File: src/rtl/btb_pkg.sv
// Shared types and default sizing for the BTB target-update path.
package btb_pkg;

  localparam int BTB_UPD_DEPTH = 8;
  localparam int BTB_PC_W      = 64;

  typedef struct packed {
    logic [BTB_PC_W-1:0] pc;
    logic [BTB_PC_W-1:0] target;
  } btb_upd_t;

endpackage

File: src/rtl/btb_upd_fifo.sv
// Circular buffer with up to two pushes and two pops per cycle plus an entry count.
// With BTB_UPD_COALESCE_EN it also exposes storage and accepts in-place overwrites.
module btb_upd_fifo
  import btb_pkg::*;
#(
  parameter int DEPTH = BTB_UPD_DEPTH,
  parameter int W     = 2 * BTB_PC_W
) (
  input  logic                       clock,
  input  logic                       reset,
  input  logic                       wr0_en,
  input  logic [W-1:0]               wr0_data,
  input  logic                       wr1_en,
  input  logic [W-1:0]               wr1_data,
  input  logic [1:0]                 pop_cnt,
`ifdef BTB_UPD_COALESCE_EN
  input  logic                       ovr0_en,
  input  logic [$clog2(DEPTH)-1:0]   ovr0_idx,
  input  logic [W-1:0]               ovr0_data,
  input  logic                       ovr1_en,
  input  logic [$clog2(DEPTH)-1:0]   ovr1_idx,
  input  logic [W-1:0]               ovr1_data,
  output logic [DEPTH*W-1:0]         mem_flat,
  output logic [$clog2(DEPTH)-1:0]   head,
`endif
  output logic [W-1:0]               rd0_data,
  output logic [W-1:0]               rd1_data,
  output logic [$clog2(DEPTH):0]     count
);

  localparam int AW = $clog2(DEPTH);
  localparam int CW = AW + 1;

  logic [W-1:0]  mem [DEPTH];
  logic [AW-1:0] head_q, tail_q;
  logic [AW-1:0] head_p1, tail_p1;
  logic [CW-1:0] count_q;

  assign head_p1 = head_q + AW'(1);
  assign tail_p1 = tail_q + AW'(1);

  // A lone push always lands at the tail; the caller compacts its pushes onto wr0 first.
  always_ff @(posedge clock or negedge reset) begin
    if (!reset) begin
      for (int i = 0; i < DEPTH; i++) mem[i] <= '0;
      head_q  <= '0;
      tail_q  <= '0;
      count_q <= '0;
    end else begin
      if (wr0_en) mem[tail_q]  <= wr0_data;
      if (wr1_en) mem[tail_p1] <= wr1_data;
`ifdef BTB_UPD_COALESCE_EN
      if (ovr0_en) mem[ovr0_idx] <= ovr0_data;
      if (ovr1_en) mem[ovr1_idx] <= ovr1_data;
`endif
      tail_q  <= tail_q + AW'(wr0_en) + AW'(wr1_en);
      head_q  <= head_q + AW'(pop_cnt);
      count_q <= count_q + CW'(wr0_en) + CW'(wr1_en) - CW'(pop_cnt);
    end
  end

  assign rd0_data = mem[head_q];
  assign rd1_data = mem[head_p1];
  assign count    = count_q;

`ifdef BTB_UPD_COALESCE_EN
  assign head = head_q;
  for (genvar g = 0; g < DEPTH; g++) begin : g_flat
    assign mem_flat[g*W +: W] = mem[g];
  end
`endif

endmodule

File: src/rtl/btb_update_buffer.sv
// Queues taken-branch targets from two commit slots and drains them onto the BTB write ports.
// Optional BTB_UPD_COALESCE_EN merges pushes into queued entries with the same PC.
module btb_update_buffer
  import btb_pkg::*;
#(
  parameter int DEPTH = BTB_UPD_DEPTH,
  parameter int PC_W  = BTB_PC_W
) (
  input  logic                     clock,
  input  logic                     reset,
  input  logic                     cm_br1_valid,
  input  logic                     cm_br1_taken,
  input  logic [PC_W-1:0]          cm_br1_pc,
  input  logic [PC_W-1:0]          cm_br1_target,
  input  logic                     cm_br2_valid,
  input  logic                     cm_br2_taken,
  input  logic [PC_W-1:0]          cm_br2_pc,
  input  logic [PC_W-1:0]          cm_br2_target,
  input  logic                     btb_busy,
  output logic                     upd_ready,
  output logic [PC_W-1:0]          pc_idx1,
  output logic [PC_W-1:0]          target_pc1,
  output logic                     target_pc1_valid,
  output logic [PC_W-1:0]          pc_idx2,
  output logic [PC_W-1:0]          target_pc2,
  output logic                     target_pc2_valid,
  output logic [$clog2(DEPTH):0]   occupancy
);

  localparam int AW = $clog2(DEPTH);
  localparam int CW = AW + 1;
  localparam int W  = 2 * PC_W;

  logic         take1, take2, push1, push2;
  logic         alloc1, alloc2;
  logic [1:0]   pop_cnt;
  logic         wr0_en, wr1_en;
  logic [W-1:0] wr0_data, wr1_data, ent1, ent2;
  logic [W-1:0] rd0_data, rd1_data;

  // Ready only looks at registered occupancy, so this cycle's pops never count as credit.
  assign upd_ready        = (occupancy <= CW'(DEPTH - 2));
  assign target_pc1_valid = (occupancy != '0) & ~btb_busy;
  assign target_pc2_valid = (occupancy >= CW'(2)) & ~btb_busy;
  assign pop_cnt          = 2'(target_pc1_valid) + 2'(target_pc2_valid);

  assign take1 = cm_br1_valid & cm_br1_taken & upd_ready;
  assign take2 = cm_br2_valid & cm_br2_taken & upd_ready;
  // Same PC in both slots: the younger target supersedes, so slot 1 is dropped.
  assign push1 = take1 & ~(take2 & (cm_br1_pc == cm_br2_pc));
  assign push2 = take2;

  assign ent1 = {cm_br1_pc, cm_br1_target};
  assign ent2 = {cm_br2_pc, cm_br2_target};

`ifdef BTB_UPD_COALESCE_EN
  logic [DEPTH*W-1:0] mem_flat;
  logic [AW-1:0]      head;
  logic               hit1, hit2;
  logic [AW-1:0]      hit1_idx, hit2_idx;
  logic [AW-1:0]      off;
  logic               live;

  // Entries leaving this cycle are not merge candidates; a match there allocates anew.
  always_comb begin
    hit1     = 1'b0;
    hit2     = 1'b0;
    hit1_idx = '0;
    hit2_idx = '0;
    off      = '0;
    live     = 1'b0;
    for (int i = 0; i < DEPTH; i++) begin
      off  = AW'(i) - head;
      live = (CW'(off) < occupancy) && (CW'(off) >= CW'(pop_cnt));
      if (live && !hit1 && (mem_flat[i*W+PC_W +: PC_W] == cm_br1_pc)) begin
        hit1     = 1'b1;
        hit1_idx = AW'(i);
      end
      if (live && !hit2 && (mem_flat[i*W+PC_W +: PC_W] == cm_br2_pc)) begin
        hit2     = 1'b1;
        hit2_idx = AW'(i);
      end
    end
  end

  assign alloc1 = push1 & ~hit1;
  assign alloc2 = push2 & ~hit2;
`else
  assign alloc1 = push1;
  assign alloc2 = push2;
`endif

  assign wr0_en   = alloc1 | alloc2;
  assign wr0_data = alloc1 ? ent1 : ent2;
  assign wr1_en   = alloc1 & alloc2;
  assign wr1_data = ent2;

  btb_upd_fifo #(
    .DEPTH (DEPTH),
    .W     (W)
  ) u_fifo (
    .clock     (clock),
    .reset     (reset),
    .wr0_en    (wr0_en),
    .wr0_data  (wr0_data),
    .wr1_en    (wr1_en),
    .wr1_data  (wr1_data),
    .pop_cnt   (pop_cnt),
`ifdef BTB_UPD_COALESCE_EN
    .ovr0_en   (push1 & hit1),
    .ovr0_idx  (hit1_idx),
    .ovr0_data (ent1),
    .ovr1_en   (push2 & hit2),
    .ovr1_idx  (hit2_idx),
    .ovr1_data (ent2),
    .mem_flat  (mem_flat),
    .head      (head),
`endif
    .rd0_data  (rd0_data),
    .rd1_data  (rd1_data),
    .count     (occupancy)
  );

  assign pc_idx1    = rd0_data[W-1:PC_W];
  assign target_pc1 = rd0_data[PC_W-1:0];
  assign pc_idx2    = rd1_data[W-1:PC_W];
  assign target_pc2 = rd1_data[PC_W-1:0];

endmodule

File: config.mk
export PLATFORM = sky130hd
export DESIGN_NAME = btb_update_buffer
export DESIGN_NICKNAME = d
export VERILOG_FILES = /design/src/rtl/btb_pkg.sv /design/src/rtl/btb_upd_fifo.sv /design/src/rtl/btb_update_buffer.sv
export SDC_FILE = /design/constraint.sdc
export NUM_CORES = 2
export LEC_CHECK = 0
export ABC_CLOCK_PERIOD_IN_PS = 2800
export BUFFER_PORTS_ARGS = -buffer_cell sky130_fd_sc_hd__buf_2
export CAP_MARGIN = 20
export CELL_PAD_IN_SITES_DETAIL_PLACEMENT = 0
export CELL_PAD_IN_SITES_GLOBAL_PLACEMENT = 1
export CORE_UTILIZATION = 44
export CTS_CLUSTER_SIZE = 10
export DETAILED_ROUTE_END_ITERATION = 8
export MAX_ROUTING_LAYER = met4
export PLACE_DENSITY_LB_ADDON = 0.1
export SLEW_MARGIN = 10
export SYNTH_ARGS = -nofsm -noshare
export SYNTH_HDL_FRONTEND = slang
export SYNTH_SLANG_ARGS = --single-unit
export TNS_END_PERCENT = 10
File: constraint.sdc
create_clock -name clock -period 2.8 [get_ports clock]
set_input_delay 0.28 -clock clock [delete_from_list [all_inputs] [get_ports clock]]
set_output_delay 0.28 -clock clock [all_outputs]
set_load 0.005 [all_outputs]
==> report_table.html <==
<table>
<tr><th>Metric</th><th>Value</th></tr>
<tr><th colspan="2">Synthesis</th></tr>
<tr><td>Adder-cell area share of the yosys netlist</td><td>less than 1%</td></tr>
<tr><td>Cell type with the highest aggregate area in the netlist</td><td>sky130_fd_sc_hd__dfrtp_1</td></tr>
<tr><td>Top-area cell type share of the netlist area</td><td>roughly 40%</td></tr>
<tr><td>Post-synthesis compound-gate area fraction</td><td>a little under a quarter</td></tr>
<tr><td>Number of distinct standard cells referenced by the synthesized netlist</td><td>57</td></tr>
<tr><td>Number of instances in the synthesized netlist</td><td>between 5000 and 6000</td></tr>
<tr><td>Post-synthesis mux area share</td><td>22.4%</td></tr>
<tr><td>Synth warnings</td><td>0</td></tr>
<tr><td>Parity-gate share of the synthesized area counting xor and xnor cells</td><td>0.988%</td></tr>
<tr><td>Synthesized flop and latch total</td><td>just over 1000</td></tr>
<tr><td>Number of enable-type register cells in the synthesized netlist</td><td>0</td></tr>
<tr><td>Syn nets</td><td>about 6200</td></tr>
<tr><td>Async S/R FF share, synth</td><td>100%</td></tr>
<tr><td>Synthesized area per cell</td><td>approximately 11 sq um</td></tr>
<tr><td>Leading cell types by total area after synthesis</td><td>sky130_fd_sc_hd__dfrtp_1, sky130_fd_sc_hd__mux4_2, sky130_fd_sc_hd__nor2_1</td></tr>
<tr><td>Area fraction in and, or, nand and nor cells after synthesis</td><td>between 8 and 9%</td></tr>
<tr><td>Combinational family with the most area after synthesis</td><td>compound AO/OA/AOI/OAI gates</td></tr>
<tr><td>Synthesized cell area</td><td>around 65000 sq um</td></tr>
<tr><td>Most common flop cell mapped by yosys</td><td>sky130_fd_sc_hd__dfrtp_1</td></tr>
<tr><td>Sequential area share after synthesis</td><td>about 40%</td></tr>
<tr><th colspan="2">Place</th></tr>
<tr><td>HPWL reported at the end of detailed placement</td><td>182000 um</td></tr>
<tr><td>Weighted congestion at the end of routability-driven global placement</td><td>between 0.9 and 1</td></tr>
<tr><td>Placed Instances</td><td>approximately 8400</td></tr>
<tr><td>Input/output buffers</td><td>approximately 530</td></tr>
<tr><th colspan="2">Pwr</th></tr>
<tr><td>Power per Cell Area</td><td>1390 nW/um^2</td></tr>
<tr><td>Leak pwr</td><td>35.3 nW</td></tr>
<tr><td>Peak supply drop</td><td>979 uV</td></tr>
<tr><th colspan="2">Worst setup path</th></tr>
<tr><td>CP Cell Sequence</td><td>ha_4 -&gt; buf_12 -&gt; buf_16 -&gt; buf_16 -&gt; mux4_2 -&gt; mux2_4 -&gt; buf_6</td></tr>
<tr><td>Critical Path Start Type</td><td>flip-flop</td></tr>
<tr><td>Critical Path RT</td><td>about 2.5 ns</td></tr>
<tr><td>Setup CP Type</td><td>reg2out</td></tr>
<tr><td>Longest individual stage delay on the worst path</td><td>0.53 ns</td></tr>
<tr><td>Startpoint of the worst register-to-register path</td><td>u_fifo.count[3]</td></tr>
<tr><td>FF-to-FF setup slack</td><td>-0.48 ns</td></tr>
<tr><td>Arrival time of data at the critical path endpoint</td><td>3.13 ns</td></tr>
<tr><td>Endpoint class of the critical path</td><td>output port</td></tr>
<tr><td>Critical path startpoint</td><td>u_fifo.head_q[1]</td></tr>
<tr><td>Slowest CP cell</td><td>sky130_fd_sc_hd__mux4_2</td></tr>
<tr><td>Critical path's most frequent cell</td><td>sky130_fd_sc_hd__buf_16</td></tr>
<tr><td>Highest fanout seen on the critical path</td><td>7</td></tr>
<tr><th colspan="2">Timing</th></tr>
<tr><td>Slew Limit Headroom</td><td>roughly a third</td></tr>
<tr><td>Unrepaired setup endpoints after global routing</td><td>true</td></tr>
<tr><td>Fin worst setup slack</td><td>-0.606 ns</td></tr>
<tr><td>Max Clk Rate</td><td>approximately 0.29 GHz</td></tr>
<tr><td>Final hold slack</td><td>0.0416 ns</td></tr>
<tr><td>Setup-violating endpoint count in the final report</td><td>~1300</td></tr>
<tr><td>Minimum clock period</td><td>~3.4 ns</td></tr>
<tr><td>Final setup skew</td><td>about 0.022 ns</td></tr>
<tr><td>Final Hold Fails</td><td>0</td></tr>
<tr><td>Worst-Margin Slew</td><td>approximately 1 ns</td></tr>
<tr><td>Final-report max-slew violation count</td><td>0</td></tr>
<tr><td>Crit share post-route</td><td>122%</td></tr>
<tr><th colspan="2">GRT</th></tr>
<tr><td>Pin count of the biggest net entering global routing</td><td>105</td></tr>
<tr><td>First-pass GRT wire length</td><td>~420000 um</td></tr>
<tr><td>GRT Overall Usage</td><td>40.2%</td></tr>
<tr><td>Number of antenna violations at the first check in global routing</td><td>10</td></tr>
<tr><td>Overflow after GRT</td><td>0</td></tr>
<tr><td>Number of global-route vias before repair</td><td>between 60000 and 70000</td></tr>
<tr><th colspan="2">Cells and area</th></tr>
<tr><td>Fill cell count</td><td>around 12000</td></tr>
<tr><td>Commonest cells after routing, fill and taps aside</td><td>sky130_fd_sc_hd__nor2_1, sky130_fd_sc_hd__dfrtp_1, sky130_fd_sc_hd__buf_4</td></tr>
<tr><td>Sequential Area</td><td>about 26000 sq um</td></tr>
<tr><td>Number of nets at the end of the flow</td><td>approximately 7400</td></tr>
<tr><td>Ratio of cells with drive above 1 in the final layout</td><td>about two fifths</td></tr>
<tr><td>Combined area of the multi-input logic cells</td><td>37300 sq um</td></tr>
<tr><td>Number of cells in the finished layout apart from fillers</td><td>between 9000 and 10000</td></tr>
<tr><td>Synthesis-to-finish area growth</td><td>35.4%</td></tr>
<tr><td>Leading cell type in the layout, fill and taps excluded</td><td>sky130_fd_sc_hd__nor2_1</td></tr>
<tr><th colspan="2">Clock network</th></tr>
<tr><td>TritonCTS sink count</td><td>1034</td></tr>
<tr><td>CTS tree</td><td>yes</td></tr>
<tr><td>Insertion delay of the later-clocked pin in the worst-skew pair</td><td>~0.79 ns</td></tr>
<tr><td>Bufs on Longest Clock Path</td><td>3</td></tr>
<tr><td>Number of buffers added by the clock tree synthesis step</td><td>approximately 130</td></tr>
<tr><td>H-tree levels</td><td>4</td></tr>
<tr><td>Clock edge transition at the registers on the reported setup and hold paths</td><td>around 0.06 ns</td></tr>
<tr><td>Cell chosen for the clock root</td><td>sky130_fd_sc_hd__clkbuf_16</td></tr>
<tr><th colspan="2">Detailed routing</th></tr>
<tr><td>DRT Wirelength</td><td>323000 um</td></tr>
<tr><td>Antenna Violating Nets Remaining</td><td>0</td></tr>
<tr><td>Initial DRC Count</td><td>a little over 9000</td></tr>
<tr><td>Routed wirelength normalized by instance count</td><td>about 36 um</td></tr>
<tr><td>TritonRoute pass-1 iters</td><td>8</td></tr>
<tr><td>Vias</td><td>64100</td></tr>
<tr><td>Ratio of routed vias to standard cells</td><td>a little over 7</td></tr>
<tr><td>Final routed DRC violation total</td><td>0</td></tr>
<tr><th colspan="2">Floorplanning</th></tr>
<tr><td>Placeable Area</td><td>around 150000 sq um</td></tr>
<tr><td>Die footprint</td><td>149000 sq um</td></tr>
<tr><td>DIE WIDTH</td><td>slightly below 400 um</td></tr>
<tr><td>Floorplan die height</td><td>a little under 400 um</td></tr>
<tr><td>Num ports</td><td>approximately 530</td></tr>
<tr><td>Floorplan row count</td><td>140</td></tr>
<tr><td>Initial Utilization</td><td>about 44%</td></tr>
<tr><th colspan="2">Hold path</th></tr>
<tr><td>Class of the worst hold path</td><td>in2async</td></tr>
<tr><th colspan="2">Flow run</th></tr>
<tr><td>Max-Cap Viols</td><td>0</td></tr>
<tr><th colspan="2">Outcome</th></tr>
<tr><td>Status</td><td>finished, violations left</td></tr>
<tr><td>Violations in the final reports</td><td>negative setup slack</td></tr>
</table>
[area by class of cell]
| class | count | area share (%) |
|---|---|---|
| timing repair buffer | 1734 | 20.3 |
| clock buffer | 207 | 4.61 |
| timing repair inverter | 1 | 0.00571 |
| clock inverter | 8 | 0.116 |
| antenna | 11 | 0.0314 |
| tap | 1917 | 2.74 |
| inverter | 29 | 0.128 |
| sequential | 1034 | 29.5 |
| multi-input combinational | 4151 | 42.5 |
[cell families after synthesis]
kind of cell / Yosys count
multiplexers: 775
adder cells (fa/ha/maj): 14
buffers and inverters: 785
AND/OR/NAND/NOR: 1390
AO/OA/AOI/OAI: 1899
flip-flops: 1034
XOR/XNOR: 73
[Yosys cell counts (all sizes together), types with 2 or more instances]
master and count:
nand2 53, and2 5, xnor2 5, a211oi 425, ha 11, a22oi 13
a21oi 473, a31oi 10, nand2b 17, or3 5, nand3 13, xor2 68
nor2 1116, a2bb2oi 321, nor4 24, clkbuf 556, inv 28, o22ai 138
mux2i 7, o21a 7, dfrtp 1034, or2 3, fa 3, o32a 6
nand4 8, o21ai 13, buf 200, mux2 256, a22o 7, o32ai 2
a2111oi 90, nor3 139, mux4 512, o2bb2ai 56, and3 3, o221a 333
[report_power, final]
group | internal, W | switching, W | leakage (nW)
registers | 0.0228 | 0.00655 | 11.8
clock network | 0.00999 | 0.00703 | 2.03
logic | 0.0419 | 0.0332 | 21.5
[per-layer routing]
metal / up-vias / routed length, um / global-route usage (%)
li1: 25600 / - / -
met1: 32900 / 122000 / 52.5
met2: 4818 / 144000 / 59.5
met3: 900 / 38400 / 8.73
met4: 0 / 19000 / 19.3
met5: - / 0 / -
[through the flow]
step	area (sq um)	setup TNS [ns]	total power (W)	util (%)	worst slack [ns]
2_1_floorplan	64800	-21.91	0.0665	-	-0.0905
3_3_place_gp	75700	-472.05	0.0897	52.0	-0.738
3_5_place_dp	75700	-472.17	0.0908	52.0	-0.714
4_1_cts	83500	-439.83	0.114	57.3	-0.617
5_1_grt	87600	-460.01	0.126	60.1	-0.635
6_report	87600	-359.85	0.121	60.1	-0.606
[what timing repair did]
action	4_1_cts	5_1_grt
endpoints found under the hold margin	1262	0
pin swaps	1	66
setup endpoints to repair	1286	1287
cloned	20	77
gates resized for setup	138	362
buffers inserted	13	108
hold buffers	222	0
[critical path: cells and delay by family, from the launching register on]
| family | cells | cell delay (ns) |
|---|---|---|
| buf+inv | 4 | 0.64 |
| fa+ha+maj | 1 | 0.30 |
| flops | 1 | 0.50 |
| mux | 2 | 0.86 |
[registers in the layout (all words and copies together) (netlist names)]
name	flops
u_fifo.tail_q	3
u_fifo.mem	1024
u_fifo.head_q	3
u_fifo.count	4
[path summary, 6_finish.rpt]
kind / cells after the start / to
min in group clock: 6 / u_fifo.mem[55]
worst max register to register: 15 / u_fifo.mem[320]
worst max-delay path: 7 / pc_idx2[30]
max in group asynchronous: 4 / u_fifo.mem[414]
worst min register to register: 2 / u_fifo.mem[498]
worst min-delay path: 2 / u_fifo.mem[789]
(Power assumes the default switching activity.)
